==> src/rtl/charli_pattern_gen.sv <==
// Animation source for the 6-LED charlieplexed display: produces the LED frame
// for static, chase, bounce and fill/drain patterns at a programmable step rate.
module charli_pattern_gen #(
  parameter int TICK_DIV = 25000,
  parameter int SPEED_W  = 4
) (
  input  logic               clk,
  input  logic               rst,
  input  logic               mode_load,
  input  logic [1:0]         mode_in,
  input  logic [SPEED_W-1:0] speed_in,
  input  logic [5:0]         static_in,
  input  logic               pause,
  output logic [5:0]         data,
  output logic               step_tick,
  output logic               cycle_done
);

  localparam int PRESC_W = (TICK_DIV > 1) ? $clog2(TICK_DIV) : 1;
  localparam logic [PRESC_W-1:0] PRESC_MAX = PRESC_W'(TICK_DIV - 1);

  localparam logic [1:0] MODE_STATIC = 2'd0;
  localparam logic [1:0] MODE_CHASE  = 2'd1;
  localparam logic [1:0] MODE_BOUNCE = 2'd2;
  localparam logic [1:0] MODE_FILL   = 2'd3;

  typedef enum logic [1:0] {ST_OFF, ST_RUN, ST_HOLD} state_t;

  state_t               r_state;
  state_t               w_state_nxt;
  logic [1:0]           r_mode;
  logic [SPEED_W-1:0]   r_speed;
  logic [5:0]           r_static;
  logic [PRESC_W-1:0]   r_presc;
  logic [SPEED_W-1:0]   r_stepcnt;
  logic                 r_dir_up;
  logic                 r_drain;
  logic [5:0]           r_data;
  logic                 r_step_tick;
  logic                 r_cycle_done;

  logic [5:0]           w_start;
  logic [5:0]           w_frame_nxt;
  logic                 w_dir_up_nxt;
  logic                 w_drain_nxt;
  logic                 w_cycle_end;
  logic                 w_presc_wrap;
  logic                 w_step;

  assign w_presc_wrap = (r_presc == PRESC_MAX);
  assign w_step       = (r_state == ST_RUN) && w_presc_wrap && (r_stepcnt == r_speed);

  always_ff @(posedge clk) begin
    if (rst) r_state <= ST_OFF;
    else     r_state <= w_state_nxt;
  end

  // A load always restarts in RUN; pause only acts when no load is present.
  always_comb begin
    w_state_nxt = r_state;
    if (mode_load) begin
      w_state_nxt = ST_RUN;
    end else begin
      case (r_state)
        ST_RUN:  if (pause)  w_state_nxt = ST_HOLD;
        ST_HOLD: if (!pause) w_state_nxt = ST_RUN;
        default: w_state_nxt = r_state;
      endcase
    end
  end

  always_comb begin
    w_start = 6'b000001;
    if (mode_in == MODE_STATIC)    w_start = static_in;
    else if (mode_in == MODE_FILL) w_start = 6'b000000;
  end

  // Direction / phase flip at the end frames before shifting, so the end frame
  // itself is shown for exactly one step.
  always_comb begin
    w_frame_nxt  = r_data;
    w_dir_up_nxt = r_dir_up;
    w_drain_nxt  = r_drain;
    case (r_mode)
      MODE_STATIC: w_frame_nxt = r_static;
      MODE_CHASE:  w_frame_nxt = {r_data[4:0], r_data[5]};
      MODE_BOUNCE: begin
        if (r_data == 6'b100000)      w_dir_up_nxt = 1'b0;
        else if (r_data == 6'b000001) w_dir_up_nxt = 1'b1;
        w_frame_nxt = w_dir_up_nxt ? {r_data[4:0], 1'b0} : {1'b0, r_data[5:1]};
      end
      MODE_FILL: begin
        if (r_data == 6'b111111)      w_drain_nxt = 1'b1;
        else if (r_data == 6'b000000) w_drain_nxt = 1'b0;
        w_frame_nxt = {r_data[4:0], ~w_drain_nxt};
      end
      default: w_frame_nxt = r_data;
    endcase
  end

  always_comb begin
    w_cycle_end = 1'b0;
    if (r_mode == MODE_CHASE || r_mode == MODE_BOUNCE) w_cycle_end = (w_frame_nxt == 6'b000001);
    else if (r_mode == MODE_FILL)                      w_cycle_end = (w_frame_nxt == 6'b000000);
  end

  always_ff @(posedge clk) begin
    if (rst) begin
      r_mode       <= '0;
      r_speed      <= '0;
      r_static     <= '0;
      r_presc      <= '0;
      r_stepcnt    <= '0;
      r_dir_up     <= 1'b1;
      r_drain      <= 1'b0;
      r_data       <= '0;
      r_step_tick  <= 1'b0;
      r_cycle_done <= 1'b0;
    end else if (mode_load) begin
      r_mode       <= mode_in;
      r_speed      <= speed_in;
      r_static     <= static_in;
      r_presc      <= '0;
      r_stepcnt    <= '0;
      r_dir_up     <= 1'b1;
      r_drain      <= 1'b0;
      r_data       <= w_start;
      r_step_tick  <= 1'b0;
      r_cycle_done <= 1'b0;
    end else begin
      r_step_tick  <= w_step;
      r_cycle_done <= w_step && w_cycle_end;
      if (r_state == ST_RUN) begin
        if (w_presc_wrap) begin
          r_presc   <= '0;
          r_stepcnt <= (r_stepcnt == r_speed) ? '0 : r_stepcnt + 1'b1;
        end else begin
          r_presc   <= r_presc + 1'b1;
        end
      end
      if (w_step) begin
        r_data   <= w_frame_nxt;
        r_dir_up <= w_dir_up_nxt;
        r_drain  <= w_drain_nxt;
      end
    end
  end

  assign data       = r_data;
  assign step_tick  = r_step_tick;
  assign cycle_done = r_cycle_done;

endmodule

==> config.mk <==
export PLATFORM = sky130hd
export DESIGN_NAME = charli_pattern_gen
export DESIGN_NICKNAME = d
export VERILOG_FILES = /design/src/rtl/charli_pattern_gen.sv
export SDC_FILE = /design/constraint.sdc
export NUM_CORES = 1
export LEC_CHECK = 0
export ABC_AREA = 1
export BUFFER_PORTS_ARGS = -buffer_cell sky130_fd_sc_hd__clkbuf_2
export CAP_MARGIN = 5
export CORE_ASPECT_RATIO = 1.1
export CORE_MARGIN = 1.5
export CORE_UTILIZATION = 45
export DETAILED_ROUTE_END_ITERATION = 10
export PLACE_DENSITY = 0.63
export SKIP_CTS_REPAIR_TIMING = 1
export SYNTH_ARGS = -nofsm -noshare
export SYNTH_HDL_FRONTEND = slang
export SYNTH_SLANG_ARGS = --single-unit
==> constraint.sdc <==
create_clock -name clk -period 1.8 [get_ports clk]
set_input_delay 0.18 -clock clk [delete_from_list [all_inputs] [get_ports clk]]
set_output_delay 0.18 -clock clk [all_outputs]
set_load 0.05 [all_outputs]
==> results.json <==
{
  "outcome": "complete, no violations",
  "grt_pass1_vias": 2115,
  "synth_flop_cell": "dfxtp_1",
  "cts_buffer_depth": 2,
  "fp-row-count": 27,
  "fmax_ghz": 0.599,
  "total_power_mw": 2.04,
  "num_vias": 2244,
  "slew_viol_final": 0,
  "final_cells": 431,
  "grt_overflow_total": 0,
  "hpwlAfterDp_um": 4310,
  "final_hold_viol_count": 0,
  "seq_area_um2": 863,
  "synthTopCellsByCount": "nand2_1 (62), nor2_1 (55), dfxtp_1 (43)",
  "nNetsFinal": 395,
  "cts_tree": "yes",
  "dp_cells": 423,
  "synth_area_leader_cell": "dfxtp_1",
  "synthCells": 340,
  "die_y_um": 79.2,
  "cts.root.buffer_cell": "clkbuf_8",
  "crit_top_cell": "nor2_4",
  "cpPeakStageDelay_ns": 0.36,
  "multiInputGateArea_mm2": 0.00134,
  "diodes": 0,
  "cp_slowest_cell": "dfxtp_2",
  "synth_nets": 362,
  "final_core_util_pct": 53.7,
  "synth_area_mm2": 0.00237,
  "r2r_cells": 11,
  "fillerInstances": 509,
  "tightest_slew_ns": 0.485,
  "crit_chain": "ha_2 > nand2_1 > inv_2 > nand2_4 > nor2_4 > nand2_4 > nor2_4 > nor2_4 > clkinv_4 > o21ai_1 > a21oi_1",
  "ios": 24,
  "crit_start": "r_presc[0]",
  "yosysMostFrequentCell": "nand2_1",
  "peakVddDrop_mv": 0.502,
  "start_util_pct": 47.1,
  "end_kind": "register",
  "crit_type": "register to register",
  "core_mm2": 0.00503,
  "yosysWarnings": 0,
  "syn_area_per_cell_um2": 6.98,
  "cts.sinks": 43,
  "clk_pin_slew_ns": 0.08,
  "cap_violations": 0,
  "clock_latency_ns": 0.29,
  "worstPathMaxFanout": 8,
  "finalSetupViolCount": 0,
  "numCtsBuffers": 5,
  "die_area_mm2": 0.00572,
  "fin_ws_ns": 0.130,
  "crit_required_ns": 2.01,
  "synth-seq-cells": 43,
  "synth_edf_count": 0,
  "hp-start": "speed_in[0]",
  "synth_seq_area_share_pct": 36.3,
  "grt_max_degree": 17,
  "period_minus_slack_ns": 1.67,
  "max-slew-margin-rel_pct": 67.6,
  "hold_path_class": "input pin to register",
  "layout-drive-gt1-share_pct": 19.0,
  "grt_pass1_wl_um": 9670,
  "holdPathStages": 3,
  "viasPerCell": 5.21,
  "startpoint_type": "register",
  "place_ws_ns": 0.146,
  "dr.first_iter.drc_count": 142,
  "crit_arrival_ns": 1.88,
  "yosysTopAreaCellShare_pct": 36.3,
  "ant_nets": 0,
  "final_area_mm2": 0.00271,
  "yosys.cell_types.count": 33,
  "finalClockSkew_ns": 0.00716,
  "r2r_setup_slack_ns": 0.13,
  "io_buffers": 23,
  "async_flop_share_pct": 0,
  "fp.dieW_um": 72.2,
  "wl_um": 5470,
  "p_leak_nw": 1.14,
  "grt_usage_pct": 21.5,
  "fin_crit_sh_pct": 92.8,
  "placedInstanceArea_mm2": 0.00258,
  "wl_per_cell_um": 12.7,
  "htreeDepth": 2,
  "grt_antenna_before_repair": 0,
  "drt_first_pass_iters": 4,
  "globalplace.congestion": 0.859,
  "synth_area_leaders": "dfxtp_1 (36%), nand2_1 (9.8%), nor2_1 (8.7%)",
  "drc": 0,
  "r2r-start": "r_presc[0]",
  "syn_to_final_growth_pct": 14.0,
  "p_per_area_mw_per_mm2": 754
}
==> cells in the final DEF (no fill, tap or decap), types with 3 or more instances in the layout <==
cell type  synthesis  layout
inv_2              7       7
nand4_1            7       7
a21oi_1           29      29
xor2_1             9       9
o21ai_1            6       6
inv_1             29      29
dfxtp_1           43      41
nand3_1           27      26
nor3_1             5       5
ha_1               6       5
nor2_1            55      53
clkbuf_2           0      23
nor2_4             7       7
nand2_4            3       3
buf_4              0       9
o21ai_0           17      17
clkbuf_8           1       5
nor2_2             1       3
nand2_1           62      62
nor3b_1            3       3
==> power by group <==
part           switching, mW  internal (mW)  leakage (nW)
Clock                  0.326          0.407        0.0513
Combinational          0.195          0.102         0.740
Sequential            0.0284          0.981         0.352
Total                  0.549           1.49          1.14
==> cell families after synthesis <==
logic type | Yosys count | share of synthesized area, %
simple gates | 178 | 35.8
compound gates | 59 | 13.1
buf+inv | 44 | 7.96
flops | 43 | 36.3
xor+xnor | 10 | 3.69
fa+ha+maj | 6 | 3.16
==> layer usage <==
layer  wire length [um]  track usage, %  vias up
met5                  0               0        -
met4                110            8.30        0
met3                290            3.81       11
met2               2360            31.6       61
met1               2710            30.9      989
li1                   -               -     1183
==> through the flow <==
step	setup TNS, ns	hold slack (ns)
final	0	0.108
after global routing	-0.000992	0.107
after CTS	0	0.101
after detailed placement	0	0.412
after global placement	0	0.407
after floorplan	0	0.315
==> cell type report <==
type / instances / share of cell area (%)
Multi-Input combinational cell: 253 / 49.4
Sequential cell: 43 / 31.9
Timing Repair Buffer: 32 / 6.75
Inverter: 38 / 5.50
Clock buffer: 6 / 2.68
Tap cell: 58 / 2.68
Clock inverter: 1 / 1.11
==> critical path: cells and delay by family (launching register included) <==
kind / cells / cell delay, ns
compound gates: 2 / 0.24
buf+inv: 2 / 0.17
flops: 1 / 0.36
fa+ha+maj: 1 / 0.20
simple gates: 6 / 0.61
==> sequential cells by signal (all words and copies together), names as in the netlist, 2 cells and up <==
| register | flops |
|---|---|
| data | 6 |
| r_state | 2 |
| r_stepcnt | 4 |
| r_mode | 2 |
| r_presc | 15 |
| r_speed | 4 |
| r_static | 6 |
==> worst paths after layout <==
check                                   to
worst min-delay path            r_speed[0]
worst max-delay path               data[3]
worst min register to register     r_drain
worst max register to register     data[3]
Note: power is estimated with default switching activity, not from simulation.
